<file path="src/rtl/stch2dec_window.sv">
// Stochastic-to-decimal converter. It counts the 1s in a stochastic bit stream over a
// window of 2^NW enabled samples. At the end of each window it reports the estimate as
// an ND-bit fraction, together with a one-cycle valid pulse.
module stch2dec_window #(
  parameter int unsigned ND   = 8,    // output fraction width, result scaled to x/2^ND
  parameter int unsigned NW   = 8,    // log2 of window length; NW >= ND
  parameter bit          CONT = 1'b0  // 1: back-to-back windows, 0: one-shot per start
) (
  input  logic          clk_i,
  input  logic          init_i,   // synchronous active-high reset
  input  logic          start_i,
  input  logic          en_i,
  input  logic          s_i,
  output logic [ND-1:0] d_o,
  output logic          valid_o,
  output logic          busy_o
);

  typedef enum logic [0:0] {StIdle, StAccum} state_e;

  state_e        state_q;
  logic [NW:0]   ones_q;    // holds 0..2^NW
  logic [NW-1:0] win_q;     // enabled samples taken so far in this window
  logic [ND-1:0] d_q;
  logic          valid_q;
  logic          busy_q;

  logic [NW:0]   total;
  logic          last_sample;
  logic [ND-1:0] est;

  // Window total including the current sample, and the scaled and saturated estimate
  always_comb begin
    total       = ones_q + {{NW{1'b0}}, s_i};
    last_sample = en_i && (win_q == {NW{1'b1}});
    // The top bit is set only when every sample was 1 (total == 2^NW). The
    // estimate clamps to all ones there instead of wrapping to zero.
    if (total[NW]) begin
      est = {ND{1'b1}};
    end else begin
      est = total[NW-1 -: ND];
    end
  end

  // Control FSM with registered outputs; init overrides every other input
  always_ff @(posedge clk_i) begin
    if (init_i) begin
      state_q <= StIdle;
      ones_q  <= '0;
      win_q   <= '0;
      d_q     <= '0;
      valid_q <= 1'b0;
      busy_q  <= 1'b0;
    end else begin
      valid_q <= 1'b0;
      unique case (state_q)
        StIdle: begin
          // The sample on the start edge is deliberately not counted
          if (start_i) begin
            state_q <= StAccum;
            ones_q  <= '0;
            win_q   <= '0;
            busy_q  <= 1'b1;
          end
        end
        StAccum: begin
          if (last_sample) begin
            d_q     <= est;
            valid_q <= 1'b1;
            ones_q  <= '0;
            win_q   <= '0;
            if (!CONT) begin
              state_q <= StIdle;
              busy_q  <= 1'b0;
            end
          end else if (en_i) begin
            ones_q <= total;
            win_q  <= win_q + 1'b1;
          end
        end
        default: begin
          state_q <= StIdle;
          busy_q  <= 1'b0;
        end
      endcase
    end
  end

  assign d_o     = d_q;
  assign valid_o = valid_q;
  assign busy_o  = busy_q;

endmodule

</file>
<file path="config.mk">
export PLATFORM = sky130hd
export DESIGN_NAME = stch2dec_window
export DESIGN_NICKNAME = d
export VERILOG_FILES = /design/src/rtl/stch2dec_window.sv
export SDC_FILE = /design/constraint.sdc
export NUM_CORES = 1
export LEC_CHECK = 0
export ABC_AREA = 1
export CAP_MARGIN = 20
export CELL_PAD_IN_SITES_DETAIL_PLACEMENT = 1
export CELL_PAD_IN_SITES_GLOBAL_PLACEMENT = 1
export CORE_MARGIN = 1
export CORE_UTILIZATION = 24
export DETAILED_ROUTE_END_ITERATION = 10
export PLACE_DENSITY_LB_ADDON = 0.1
export SLEW_MARGIN = 20
export SYNTH_ARGS = -nofsm -noshare
export SYNTH_HDL_FRONTEND = slang
export SYNTH_SLANG_ARGS = --single-unit
</file>
<file path="constraint.sdc">
create_clock -name clk_i -period 3.6 [get_ports clk_i]
set_input_delay 0.36 -clock clk_i [delete_from_list [all_inputs] [get_ports clk_i]]
set_output_delay 0.36 -clock clk_i [all_outputs]
set_load 0.02 [all_outputs]
</file>
---- Word-level counts from Yosys, hierarchy flattened ----
Cells that the tools add are included.
operators by class
  add/sub/neg operators ................... 2
  equal/unequal tests ..................... 4
  multiplexer cells ....................... 16
  bitwise operators ....................... 1
  reductions and logical operators ........ 5
operators by type and width
  operator             count
  $mux 8               4
  $mux 9               3
  $pmux 9 s2           1
  $pmux 8 s2           1
  $add 9x1->9          1
  $add 8x1->8 const B  1
  $eq 8x8->1 const B   1
  $reduce_and 2->1     3
  $mux 1               5
  $pmux 1 s2           2
  $ne 3x2->1 const B   1
  $ne 2x1->1 const B   1
  $ne 2x2->1 const B   1
  $reduce_or 2->1      1
  $logic_and 1x1->1    1
  $not 1->1            1
storage, ports and cells
  bits in registers ....................... 28
  input port bits ......................... 5
  output and inout port bits .............. 10

---- Logic depth before layout (Yosys ltp) ----
Gate-level depths: netlist of the first run.
  depth in word-level cells ............... 4
  depth in mapped cells ................... 11

---- Least setup slack after synthesis of the first run ----
No wires, ideal clock.
  path type ............................... input port to flip-flop
  start ................................... input s_i
  end ..................................... register d_q[4], in the netlist d_o[4]
  setup time .............................. 0.113 ns
  arrival ................................. 1.276 ns
  slack ................................... 2.211 ns
  cell stages on the path ................. 11
  path buffers ............................ 0
  cells stage by stage .................... ha_1 > ha_1 > nand2_1 > nor2_4 > nand2_1 > nand2_2 > nand2_4 > inv_2 > nand2_1 > nand2_1 > nand2_1
on the way
  cells in the longest elaborated chain, start to end .. 2
ends and longest elaborated chain
  what                  line  text
  start, declared       13    input logic s_i,
  $add 9x1->9           34    total = ones_q + {{NW{1'b0}}, s_i};
  $mux 8                38    if (total[NW]) begin
  end signal, assigned  68    d_q <= est;
  end, declared         24    logic [ND-1:0] d_q;
Every way passes these cells.
A chain may end at the register's enable or synchronous reset.

---- Worst setup path in the final report of the first run ----
Same ends and word-level chain as after synthesis.

==> impl_metrics.csv, run 1 <==
group,metric,value,unit
cells_and_area,final_util,29.4,%
timing,final.setup.tns,0,ps
clock_network,cts_setup_buffers,0,
synthesis,synth-seq-cells,28,
timing,slew_viol_final,0,
worst_hold_path,worstHoldPathType,"flip-flop to flip-flop",
clock_network,cts-root-buf,"clkbuf_8",
timing,hold_violations,0,
floorplan,fp-row-count,27,
global_route,grt_most_used_layer,"met2",
worst_setup_path,crit_type,"input port to flip-flop",
clock_network,cts_buffers,3,
global_route,use_met1,14.1,%
cells_and_area,layout-drive-gt1-share,10.3,%
worst_setup_path,path_max_fanout,8,
synthesis,postSynthAreaPerCell,7.20,µm²
synthesis,synth_cells,190,
synthesis,synth_top_area_cell,"dfxtp_1",
worst_setup_path,rrSetupSlack,1980,ps
worst_setup_path,cp.required,3780,ps
clock_network,cts_tree,"built",
floorplan,core_area,0.00551,mm²
timing,setup_viol,0,
timing,worstMarginPinSlew,623,ps
run_status,status,"finished clean",
global_route,grt_pass1_wl,5860,µm
synthesis,synth_area,0.00137,mm²
synthesis,synthFlopType,"dfxtp_1",
clock_network,postCtsResizedCells,0,
worst_setup_path,arrival,1940,ps
worst_setup_path,startpoint,"s_i",
route,ant_nets,0,
floorplan,start_util,24.9,%
clock_network,htreeDepth,1,
route,num_vias,1215,
timing,finalCritPeriodShare,49.0,%
clock_network,insertion_delay,270,ps
global_route,grt_usage,12.5,%
timing,rsz0062_at_grt,"false",
global_route,met2_usage,23.5,%
floorplan,dieArea,0.00601,mm²
synthesis,synth_common_cells,"nand2_1 (55), dfxtp_1 (28), nor2_1 (20)",
global_route,grt.met3_usage,2.94,%
floorplan,fp.dieH,77.5,µm
timing,fin_skew,1.90,ps
global_route,grt_pass1_vias,1259,
cells_and_area,fillers,698,
placed_design,io_buffers,14,
global_route,antenna_found_initial,0,
worst_setup_path,worst_setup_path_end_kind,"flip-flop",
route,viasPerCell,4.42,
floorplan,die_w,77.5,µm
power,power.leakage,0.000619,µW
cells_and_area,area_growth,18.1,%
floorplan,ioPinCount,15,
clock_network,clockBufferDepth,2,
worst_setup_path,reg2reg_to,"d_o[7]$_SDFFE_PP0P_",
synthesis,ys_warn_count,0,
worst_setup_path,regToRegStartpoint,"win_q[1]$_SDFFE_PP0P_",
route,dr.pass1.iters,4,
synthesis,synth_fp_nets,199,
clock_network,clk_pin_slew,90,ps
flow_run,drv_cap,0,
placed_design,post-dp-hpwl,2640,µm
global_route,grt_max_degree,15,
placed_design,place.gp.congestion,0.665,
synthesis,seq_area_frac_synth,41.0,%
synthesis,synth_most_common_cell,"nand2_1",
route,detail_route.wl_per_cell,12.2,µm
timing,max_freq,0.567,GHz
synthesis,synth_top_area_share,41.0,%
cells_and_area,nets,214,
worst_setup_path,worstRegToRegCells,7,
power,power_density,324,mW/mm²
route,drc_errors,0,
global_route,grt-ovfl-total,0,
timing,finalCriticalPeriod,1760,ps
power,irDropWorstVdd,0.192,mV
timing,slew_headroom,58.3,%
synthesis,synth_edf_count,0,
route,drt-initial-drc-count,35,
cells_and_area,diodes,0,
synthesis,synth_cell_types,22,
clock_network,cts_hold_buf,0,
route,drt-total-wl,3360,µm
worst_setup_path,start_kind,"input port",
worst_setup_path,crit_end,"d_o[4]$_SDFFE_PP0P_",
clock_network,numClockSinks,28,
synthesis,synthTopCellsByArea,"dfxtp_1 (41%), nand2_1 (15%), nor2_1 (5.5%), nand3_1 (5.1%), a21oi_1 (4.4%)",
synthesis,async_flop_share,0,%
==> cell families (layout without fill, tap and decap cells) <==
kind of cell	after synthesis	in the layout	synth area share, %
buf+inv	23	36	6.95
fa+ha+maj	4	4	3.66
compound gates	26	26	9.69
flops	28	28	41.0
xor+xnor	4	4	2.56
simple gates	105	105	36.2
==> worst min-delay path by stage <==
stage | start | endpoint | slack, ps | cells past startpoint
floorplan | init_i | win_q[4]$_SDFFE_PP0P_ | 430 | 1
global placement | busy_o$_SDFFE_PP0P_ | busy_o$_SDFFE_PP0P_ | 460 | 2
detailed placement | d_o[2]$_SDFFE_PP0P_ | d_o[2]$_SDFFE_PP0P_ | 470 | 2
CTS | d_o[2]$_SDFFE_PP0P_ | d_o[2]$_SDFFE_PP0P_ | 480 | 2
global route | d_o[1]$_SDFFE_PP0P_ | d_o[1]$_SDFFE_PP0P_ | 500 | 2
finish | d_o[0]$_SDFFE_PP0P_ | d_o[0]$_SDFFE_PP0P_ | 480 | 2
==> registers in the layout, indices dropped and copies added, names as in the netlist <==
name / count
busy_o: 1
d_o: 8
ones_q: 9
state_q: 1
valid_o: 1
win_q: 8
==> cells in the final DEF (no fill, tap or decap), types with 4 or more instances in the layout <==
cell type	netlist	final
nor2_1	20	20
o21ai_0	6	6
nand3_1	14	14
inv_1	16	16
nand2_2	4	4
clkdlybuf4s50_1	0	14
xor2_1	4	4
dfxtp_1	28	28
nand2_1	55	55
o21ai_1	7	7
ha_1	4	4
a21oi_1	12	12
==> cell type report <==
type	instances	area (µm²)	area share [%]
multi-input combinational	139	713	44.1
sequential	28	561	34.7
timing repair buffer	14	140	8.67
tap	72	90.1	5.57
inverter	19	71.3	4.41
clock buffer	3	41.3	2.55
==> metal layers <==
metal,part of all wire (%),up-vias,wire (µm)
met1,44,579,1480
met3,2.2,2,75
met4,0.57,0,19
li1,-,626,-
met5,0,-,0
met2,53,8,1780
==> worst max-delay path, cell delays in order <==
cell,delay (ps)
clkdlybuf4s50_1,490
ha_1,160
ha_1,180
nand2_1,130
nor2_4,170
nand2_1,80
nand2_2,80
nand2_4,80
inv_2,60
nand2_1,40
nand2_1,60
nand2_1,50
==> stage by stage <==
stage                     cells  total power (µW)  hold WS, ps  setup WS [ps]  instance area, µm²
after floorplan             190               345          429           2210                1370
after global placement      272               358          464           1530                1580
after detailed placement    272               359          465           1510                1580
after CTS                   275               536          484           1810                1620
after global routing        275               555          500           1670                1620
final                       275               524          480           1840                1620
==> report_power, final <==
group	internal, µW	switching [µW]	total, µW	leakage, µW
sequential	313	3.10	316	0.000226
combinational	11.3	23.7	35.0	0.000371
clock	75.2	97.6	173	0.0000216
total	399	124	524	0.000619
(Power assumes the default switching activity.)
==> run 2, diff against run 1 <==
- clock period: 3.6 -> 1.5 ns (I/O delays scaled with it)
==> run 2 against run 1 <==
Clock skew up 2.1 ps; clock-buffer cell count up 1; register-to-register slack got worse by 1900 ps; critical path depth is 11 lower; sequential power rose by 140%; clock power grew to 2.8 times the previous value; first-iteration DRC count is 29% lower; die area unchanged; via count grew 4.2%; design area rose by 9.5%; critical path type is now flip-flop to output pin; largest power group unchanged; highest routed layer unchanged.
==> impl_metrics.csv, run 2 (synthesized netlist as in run 1, its figures left out) <==
group,metric,value,unit
floorplan,core_area,0.00551,mm²
route,ant_nets,0,
cells_and_area,layout-drive-gt1-share,19.2,%
placed_design,place_ws,-320,ps
cells_and_area,nets,223,
timing,final.setup.tns,0,ps
cells_and_area,area_growth,29.3,%
cells_and_area,layout_commonest_cell,"nand2_1",
timing,fin_skew,3.97,ps
clock_network,cts-root-buf,"clkbuf_8",
clock_network,htreeDepth,1,
clock_network,clockBufferDepth,2,
route,drt-total-wl,3730,µm
run_status,status,"finished clean",
timing,finalCritPeriodShare,92.4,%
floorplan,die_w,77.5,µm
worst_setup_path,regToRegStartpoint,"win_q[1]$_SDFFE_PP0P_",
placed_design,place.gp.congestion,0.761,
worst_setup_path,worst-path-buf-inv,1,
timing,slew_viol_final,0,
timing,hold_slack,341,ps
cells_and_area,fillers,669,
global_route,grt_pass1_wl,6130,µm
floorplan,fp.dieH,77.5,µm
worst_setup_path,worstRegToRegCells,7,
timing,setup_viol,0,
clock_network,cts_buffers,3,
worst_hold_path,hold_start,"s_i",
timing,finalCriticalPeriod,1390,ps
cells_and_area,seq_area,563,µm²
cells_and_area,regMostFlops,"ones_q",
global_route,grt_max_degree,16,
timing,hold_violations,0,
cells_and_area,multi_input_area,785,µm²
worst_setup_path,worst_setup_path_end_kind,"output pin",
power,power.leakage,0.000693,µW
placed_design,io_buffers,14,
worst_hold_path,worstHoldPathType,"input port to flip-flop",
timing,worstMarginPinSlew,408,ps
floorplan,dieArea,0.00601,mm²
timing,max_freq,0.721,GHz
worst_setup_path,cp.required,1350,ps
clock_network,cts_setup_buffers,0,
floorplan,ioPinCount,15,
worst_setup_path,path_max_fanout,2,
global_route,grt-ovfl-total,0,
worst_hold_path,hold_depth,4,
clock_network,cts_tree,"built",
timing,slew_headroom,72.8,%
flow_run,drv_cap,0,
worst_hold_path,min_to,"d_o[0]$_SDFFE_PP0P_",
global_route,grt_usage,12.9,%
cells_and_area,diodes,0,
clock_network,cts_hold_buf,0,
worst_setup_path,reg2reg_to,"d_o[2]$_SDFFE_PP0P_",
cells_and_area,mostFrequentLayoutCells,"nand2_1 (53), dfxtp_1 (26), nor2_1 (20)",
worst_setup_path,start_kind,"flip-flop",
floorplan,start_util,24.9,%
cells_and_area,largest_reg_flops,9,
worst_setup_path,cpMaxStageDelayCell,"clkdlybuf4s50_1",
worst_setup_path,rrSetupSlack,120,ps
route,detail_route.wl_per_cell,13.1,µm
power,irDropWorstVdd,0.516,mV
route,drc_errors,0,
power,power_density,756,mW/mm²
route,dr.pass1.iters,4,
power,finalPower,1340,µW
route,drt-initial-drc-count,25,
floorplan,fp-row-count,27,
worst_setup_path,critical_path.max_stage_delay,610,ps
clock_network,insertion_delay,280,ps
route,viasPerCell,4.44,
route,num_vias,1266,
clock_network,numClockSinks,28,
worst_setup_path,arrival,1240,ps
worst_setup_path,path_cells,"clkdlybuf4s50_1",
timing,postLayoutSetupSlackWorst,114,ps
global_route,grt_pass1_vias,1329,
worst_setup_path,critPathTopFamily,"buffers and inverters",
placed_design,post-dp-hpwl,2820,µm
global_route,antenna_found_initial,0,
clock_network,clk_pin_slew,100,ps
worst_setup_path,crit_type,"flip-flop to output pin",
cells_and_area,final_util,32.2,%
[run 2: cell types whose count changed in the layout (fill, tap and decap cells not counted), sizes merged]
cell           change
clkdlybuf4s50      -1
dlymetal6s2s       +1
nor2               +1
buf                +8
clkbuf             +1
[run 2: layout make-up]
type                    instances  share of cell area (%)
well taps                      72                    5.09
inverters                      19                    4.03
flip-flops and latches         28                    31.8
repair buffers                 22                    11.7
multi-input cells             140                    44.3
clock buffers                   4                    3.11
[run 2: per-stage QoR]
step           instances  instance area [µm²]
2_1_floorplan        190                 1370
3_3_place_gp         280                 1640
3_5_place_dp         280                 1640
4_1_cts              284                 1690
5_1_grt              285                 1770
6_report             285                 1770
[run 2: where the power goes]
| group | internal (µW) | total, µW | switching (µW) |
|---|---|---|---|
| Clock | 235 | 477 | 242 |
| Sequential | 751 | 760 | 8.71 |
| Combinational | 37.8 | 102 | 64.3 |
[run 2: how the worst max path moves through the flow]
stage	startpoint	to	slack, ps	cells after the start
2_1_floorplan	ones_q[0]$_SDFFE_PP0P_	d_o[4]$_SDFFE_PP0P_	130	11
3_3_place_gp	s_i	d_o[7]$_SDFFE_PP0P_	-260	10
3_5_place_dp	s_i	d_o[7]$_SDFFE_PP0P_	-320	10
4_1_cts	s_i	d_o[7]$_SDFFE_PP0P_	9	10
5_1_grt	win_q[6]$_SDFFE_PP0P_	ones_q[5]$_SDFFE_PP0P_	-20	8
6_report	d_o[4]$_SDFFE_PP0P_	d_o[4]	110	1
[run 2: tightest hold or removal path, stage by stage]
cell and delay [ps]:
dlymetal6s2s_1 160, ha_4 160, o21ai_1 60, nand2_1 60
[run 2: timing repair]
item                       in CTS  in global routing
gates cloned                    0                  1
pin swaps                       1                  5
setup endpoints to repair       2                 19
gates resized for setup         0                 18
[run 2: metal layers]
metal / global-route usage (%) / up-vias / routed length, µm
li1: - / 649 / -
met1: 14.7 / 606 / 1660
met2: 24.9 / 9 / 1970
met3: 2.82 / 2 / 82
met4: 1.70 / 0 / 13
met5: 0 / - / 0
